<file path="src/rtl/fetch_pkg.sv">
// fetch_pkg: shared constants and state encoding for the fetch PC generator
package fetch_pkg;
  localparam int PC_W        = 64;
  localparam int INSTR_BYTES = 4;
  typedef enum logic [1:0] {BOOT = 2'd0, RUN = 2'd1, REDIR = 2'd2} state_t;
endpackage

</file>
<file path="src/rtl/sat_counter.sv">
// sat_counter: W-bit counter that increments on en&&inc and holds at all-ones
//   clk, arst_n : clock, async active-low reset
//   en, inc     : advance enable and increment request
//   count       : saturating count
module sat_counter #(
  parameter int W = 16
) (
  input  logic         clk,
  input  logic         arst_n,
  input  logic         en,
  input  logic         inc,
  output logic [W-1:0] count
);
  always_ff @(posedge clk or negedge arst_n)
    if (!arst_n) count <= '0;
    else if (en && inc && count != '1) count <= count + W'(1);
endmodule

</file>
<file path="src/rtl/fetch_pc_gen.sv">
// fetch_pc_gen: next-PC select (redirect > BTB prediction > PC+4) with wrong-path squash
//   clk, arst_n          : clock, async active-low reset
//   en                   : pipeline advance, 0 = stall
//   predicted_branch_pc  : BTB target for prev_pc, 0 = none
//   redirect/redirect_pc : EX correction
//   current_pc, prev_pc  : fetch PC and previous enabled-cycle PC
//   squash_fetch         : current fetch is wrong-path
//   pred_taken           : prediction followed this cycle
//   pred_hits, redirects : saturating statistics
module fetch_pc_gen
  import fetch_pkg::*;
#(
  parameter logic [PC_W-1:0] RESET_PC = 64'h0,
  parameter int              CNT_W    = 16
) (
  input  logic             clk,
  input  logic             arst_n,
  input  logic             en,
  input  logic [PC_W-1:0]  predicted_branch_pc,
  input  logic             redirect,
  input  logic [PC_W-1:0]  redirect_pc,
  output logic [PC_W-1:0]  current_pc,
  output logic [PC_W-1:0]  prev_pc,
  output logic             squash_fetch,
  output logic             pred_taken,
  output logic [CNT_W-1:0] pred_hits,
  output logic [CNT_W-1:0] redirects
);
  state_t          r_state, w_state_nxt;
  logic [PC_W-1:0] r_pc, r_prev, w_pc_nxt;
  logic            r_slot_v, w_slot_v_nxt, w_use_pred, w_redir;

  always_ff @(posedge clk or negedge arst_n)
    if (!arst_n) r_state <= BOOT;
    else if (en) r_state <= w_state_nxt;

  // The BTB output only describes the slot fetched last cycle, so it is usable
  // only in RUN and only when that slot was a real, non-squashed fetch.
  always_comb begin
    w_redir      = en && redirect;
    w_use_pred   = en && !redirect && r_state == RUN && r_slot_v && predicted_branch_pc != '0;
    w_pc_nxt     = w_redir ? redirect_pc : w_use_pred ? predicted_branch_pc : r_pc + PC_W'(INSTR_BYTES);
    w_state_nxt  = (w_redir || w_use_pred) ? REDIR : RUN;
    w_slot_v_nxt = !(w_redir || w_use_pred);
    squash_fetch = w_redir || w_use_pred;
    pred_taken   = w_use_pred;
  end

  always_ff @(posedge clk or negedge arst_n)
    if (!arst_n) begin
      r_pc     <= RESET_PC;
      r_prev   <= '0;
      r_slot_v <= 1'b0;
    end else if (en) begin
      r_pc     <= w_pc_nxt;
      r_prev   <= r_pc;
      r_slot_v <= w_slot_v_nxt;
    end

  sat_counter #(.W(CNT_W)) u_hits  (.clk(clk), .arst_n(arst_n), .en(en), .inc(w_use_pred), .count(pred_hits));
  sat_counter #(.W(CNT_W)) u_redir (.clk(clk), .arst_n(arst_n), .en(en), .inc(w_redir),    .count(redirects));

  assign current_pc = r_pc;
  assign prev_pc    = r_prev;
endmodule

</file>
<file path="config.mk">
export PLATFORM = sky130hd
export DESIGN_NAME = fetch_pc_gen
export DESIGN_NICKNAME = d
export VERILOG_FILES = /design/src/rtl/fetch_pkg.sv /design/src/rtl/sat_counter.sv /design/src/rtl/fetch_pc_gen.sv
export SDC_FILE = /design/constraint.sdc
export NUM_CORES = 1
export LEC_CHECK = 0
export CAP_MARGIN = 25
export CORE_MARGIN = 8
export CORE_UTILIZATION = 48
export CTS_BUF_LIST = sky130_fd_sc_hd__clkbuf_4 sky130_fd_sc_hd__clkbuf_8
export DETAILED_ROUTE_END_ITERATION = 10
export PLACE_DENSITY = 0.86
export SLEW_MARGIN = 20
export SYNTH_ARGS = -nofsm -noshare
export SYNTH_HDL_FRONTEND = slang
export SYNTH_SLANG_ARGS = --single-unit
export TNS_END_PERCENT = 20
</file>
<file path="constraint.sdc">
create_clock -name clk -period 2.82 [get_ports clk]
set_input_delay 0.282 -clock clk [delete_from_list [all_inputs] [get_ports clk]]
set_output_delay 0.282 -clock clk [all_outputs]
set_load 0.05 [all_outputs]
</file>
Word level (Yosys, flattened, before mapping)

Index checks and enable logic that the tools add are counted.

$add $sub $neg: 3
Equal/unequal tests: 3
Reductions and logical operators: 13
Multiplexer cells: 3

Operator list:

| cell                                                                  | count |
|---|---|
| 64-bit two-way mux                                                    | 2 |
| 64-bit by 3-bit adder with 64-bit output, second input constant       | 1 |
| 64-bit nonzero test                                                   | 1 |
| 16-bit by 1-bit adder with 16-bit output, second input constant       | 2 |
| 16-bit inequality test, second input constant                         | 2 |
| 1-bit logical AND                                                     | 9 |
| 2-bit by 1-bit equality test with 1-bit output, second input constant | 1 |
| 1-bit logical NOT                                                     | 2 |
| 2-bit two-way mux                                                     | 1 |
| 1-bit logical OR                                                      | 1 |

Output and inout port bits: 162
Input port bits: 132
Word-level logic and storage cells: 28
Register bits: 163

Logic depth before layout (Yosys ltp)

Depth after elaboration: 7
Gate-level depth with buffers: 9
Gate-level depth less buffers: 7

Cells and area by module

Synthesis repeated with hierarchy kept, for this count alone.

Cells, all modules: 841
Area total of the unflattened synthesis: 8650.8 sq um

By module, submodules not included:

| module       | seq. area each (sq um) | cells each | times used | area each (sq um) |
|---|---|---|---|---|
| fetch_pc_gen | 3253.1                 | 693        | 1          | 7044.3 |
| sat_counter  | 400.4                  | 74         | 2          | 803.3 |

Worst setup path before layout

OpenSTA, ideal clock, no wires.

Path kind: flip-flop to flip-flop
Start: reg r_pc[2] (netlist: current_pc[2])
End: reg r_pc[54] (netlist: current_pc[54])
Setup time: 0.095 ns
Cell stages (with the launch flop): 9
Arrival: 2.321 ns
Buffers on the path: 1
Period minus slack after synthesis: 2.416 ns
Path slack: 0.404 ns
Required time: 2.725 ns
Cell sequence: dfrtp_1 ha_1 nand2_1 nor4_4 nand4_1 buf_2 nor3_1 nor3_1 o31ai_1

Longest elaborated chain between the ends: 3

Ends and longest elaborated chain:

| element                                  | RTL line           | text |
|---|---|---|
| start, declared                          | fetch_pc_gen.sv:30 | `logic [PC_W-1:0] r_pc, r_prev, w_pc_nxt;` |
| start signal, assigned                   | fetch_pc_gen.sv:55 | `r_pc <= w_pc_nxt;` |
| 64-bit by 3-bit adder with 64-bit output | fetch_pc_gen.sv:42 | `w_pc_nxt = w_redir ? redirect_pc : w_use_pred ? predicted_branch_pc : r_pc + PC_W'(INSTR_BYTES);` |
| 64-bit two-way mux (2 in a row)          | fetch_pc_gen.sv:42 |  |

Every way passes these cells.
A chain may end at the register's enable or synchronous reset.

Worst setup path in the final report

Start: in predicted_branch_pc[48]
End: out squash_fetch

Longest elaborated chain between the ends: 3

Ends and longest elaborated chain:

| element             | RTL line           | text |
|---|---|---|
| start, declared     | fetch_pc_gen.sv:19 | `input logic [PC_W-1:0] predicted_branch_pc,` |
| 64-bit nonzero test | fetch_pc_gen.sv:41 | `w_use_pred = en && !redirect && r_state == RUN && r_slot_v && predicted_branch_pc != '0;` |
| 1-bit logical AND   | fetch_pc_gen.sv:41 |  |
| 1-bit logical OR    | fetch_pc_gen.sv:45 | `squash_fetch = w_redir \|\| w_use_pred;` |
| end, declared       | fetch_pc_gen.sv:24 | `output logic squash_fetch,` |

Every way passes these cells.

==> metrics.md <==
| Metric | Value |
|---|---|
| Outcome | `finished, final reports clean` |
| Area delta synth->final | `45.9%` |
| Cts bufs inserted | `17` |
| Worst R2R End | `current_pc[55]` |
| Leakage power total | `5.28 nW` |
| Core Area | `18100 um^2` |
| Syn Nets | `around 1000` |
| Most used cell, CP | `buf_12` |
| Max_cap viols | `0` |
| Clk pin slew, worst setup/hold paths | `0.09 ns` |
| Final core utilization | `71.6%` |
| Vias in the first global route | `8993` |
| CP required | `2.54 ns` |
| Clock root buffer | `clkbuf_8` |
| Fmax | `369 MHz` |
| PD cells | `between 600 and 700 nW/um^2` |
| Vias | `around 8500` |
| First-pass GRT wire length | `51.1 mm` |
| Setup CP Type | `primary input to output port` |
| Hpwl dp | `24.5 mm` |
| Placed cell area | `12400 um^2` |
| Worst IR drop on VDD | `427 uV` |
| Worst-case clock buffer depth | `2` |
| Final #Nets | `1365` |
| Starting Density | `49.1%` |
| Pre-Repair DR Iteration Count | `5` |
| R2R depth | `6` |
| Slowest cell delay on critical path | `0.45 ns` |
| Hold Crit Endpoint | `current_pc[3]` |
| # H-tree levels | `4` |
| Detailed Route WL | `between 30 and 40 mm` |
| CP max stage cell | `clkdlybuf4s50_1` |
| Tmin final | `2.71 ns` |
| R2r setup slk | `0.34 ns` |
| Antenna violations before repair | `0` |
| Post-Syn Area | `8880 um^2` |
| Crit-path max FO | `9` |
| Post-synth EDFFs | `0` |
| DRC viols | `0` |
| Ys flop type | `dfrtp_1` |
| Min-delay src | `predicted_branch_pc[3]` |
| Clk_skew | `0.0139 ns` |
| Most frequent cell after synthesis | `dfrtp_1` |
| Synth top area cells | `dfrtp_1 46%, mux2_2 8.5%, xnor2_1 6.2%` |
| Slew HR | `a little over a third` |
| Total GRT Usage | `between 20 and 30%` |
| Avg Cell Area, Syn | `between 9 and 10 um^2` |
| Netlist cell types | `47` |
| CTS tree | `yes` |
| Crit-path cells | `clkdlybuf4s50_1 > nor4_2 > buf_4 > nand4_1 > nor4_4 > or2_4 > buf_12 > buf_12 > nand2_1 > buf_12` |
| Die area | `23100 um^2` |
| Gp weighted congestion | `0.881` |
| Hold crit path type | `primary input to flip-flop` |
| Row count | `just under 50` |
| I/O pins | `294` |
| Buffers on Ports | `just under 300` |
| Crit path DAT | `2.43 ns` |
| Largest area contributor in the netlist | `dfrtp_1` |
| FF-to-FF Start | `current_pc[15]` |
| Synth warnings | `0` |
| List of most frequent post-synthesis cells | `162 x dfrtp_1, 76 x nand2_1, 67 x mux2_2, 63 x xnor2_1, 57 x a21oi_1` |
| CP endpoint kind | `output port` |
| Largest net degree at the start of global routing | `81` |
| Die Y | `roughly 150 um` |
| Seq/Total Area, Yosys | `45.6%` |
| Wire length per cell | `22.0 um` |
| Final Max Tran Viols | `0` |
| Die Width | `152 um` |
| Fin crit share | `a little over nine tenths` |
| Measured slew at the worst slew-check pin | `around 0.95 ns` |
| Vias per cell | `5.80` |
| Overflow after GRT | `0` |
| Initial DRC count | `818` |
| Clk sinks | `~160` |
| Post-Synthesis Cells | `905` |
| Post-route ant nets | `0` |
| Worst-skew pair later-pin latency | `0.48 ns` |
| Synth top area share | `45.6%` |
| Hold Path Depth | `3` |
| Ys async rst share | `100%` |
| Ratio of cells with drive above 1 in the final layout | `15.8%` |
| # diodes | `0` |
| Endpoints failing hold | `0` |
| Design Area, Final | `13000 um^2` |
| Number of synthesized register bits | `162` |
| Hold slack final | `0.115 ns` |
| Worst setup SP type | `primary input` |
| Count of final setup violators | `0` |
==> cell usage in the layout, fill, tap and decap left out, types with 18 or more instances in the layout <==
master	instances
clkdlybuf4s50_1	284
dfrtp_1	162
nand2_1	76
mux2_2	67
xnor2_1	63
a21oi_1	57
nor2_1	56
buf_4	52
nand3_1	47
nand4_1	45
o21ai_0	40
nor2b_1	34
nor3_1	24
a31oi_1	24
mux2i_1	22
nor4_1	21
xor2_1	20
clkbuf_8	18
==> final cells by class <==
| class | count | area (um^2) |
|---|---|---|
| Sequential cell | 162 | 4050 |
| Clock inverter | 14 | 154 |
| Clock buffer | 18 | 248 |
| Inverter | 11 | 45.0 |
| Tap cell | 229 | 287 |
| Timing Repair Buffer | 355 | 3550 |
| Multi-Input combinational cell | 683 | 4620 |
| Fill cell | 1349 | 5130 |
==> cells by family after synthesis <==
family                   Yosys count  synth area share [%]
AND/OR/NAND/NOR                  351                  21.9
flip-flops                       162                  45.6
AO/OA/AOI/OAI                    157                  9.86
multiplexers                      89                  11.0
XOR/XNOR                          83                  8.19
buffers and inverters             60                  3.00
adder cells (fa/ha/maj)            3                 0.423
==> what timing repair did <==
action / CTS / global route
pin swaps: 1 / 5
resized for setup: 4 / 11
buffers inserted: 0 / 4
setup endpoints to repair: 2 / 1
hold endpoints to repair: 67 / 0
hold buffers: 1 / 0
==> worst max path at each step <==
stage	start	endpoint	slack, ns
final	predicted_branch_pc[48]	squash_fetch	0.11
after global routing	predicted_branch_pc[49]	squash_fetch	-0.02
after CTS	predicted_branch_pc[37]	pred_taken	0.05
after detailed placement	predicted_branch_pc[2]	u_hits.count[15]	-0.23
after global placement	predicted_branch_pc[2]	u_hits.count[15]	-0.25
after floorplan	current_pc[2]	current_pc[54]	0.40
==> flip-flops by register name, summed over array words and instances, names as in the netlist <==
register / count
current_pc: 64
prev_pc: 64
u_hits.count: 16
u_redir.count: 16
r_state: 2
==> per-stage QoR <==
stage | setup WS [ns] | TNS [ns] | std cells | power, mW
2_1_floorplan | 0.404 | 0 | 905 | 5.04
3_3_place_gp | -0.247 | -8.69 | 1435 | 6.33
4_1_cts | 0.0461 | 0 | 1468 | 8.18
5_1_grt | -0.0210 | -0.0210 | 1472 | 8.47
6_report | 0.112 | 0 | 1472 | 8.15
3_5_place_dp | -0.230 | -8.29 | 1435 | 6.40
==> critical path, delay by kind of cell <==
kind	cells	cell delay (ns)
buf+inv	5	0.99
simple gates	5	1.15
==> routing by layer <==
metal | routed length, um | part of all wire (%) | vias to the layer above | global-route usage (%)
met5 | 0 | 0 | - | 0
met4 | 926 | 2.9 | 0 | 11.5
met3 | 2640 | 8.2 | 64 | 7.54
met2 | 15800 | 49 | 419 | 46.5
met1 | 13000 | 40 | 4147 | 33.2
li1 | - | - | 3912 | -
==> where the power goes <==
part	total [mW]	switching, mW	internal (mW)
Clock	1.78	0.960	0.821
Combinational	3.26	2.02	1.24
Sequential	3.11	0.438	2.67
No activity file was read; power rests on OpenSTA's default activity.
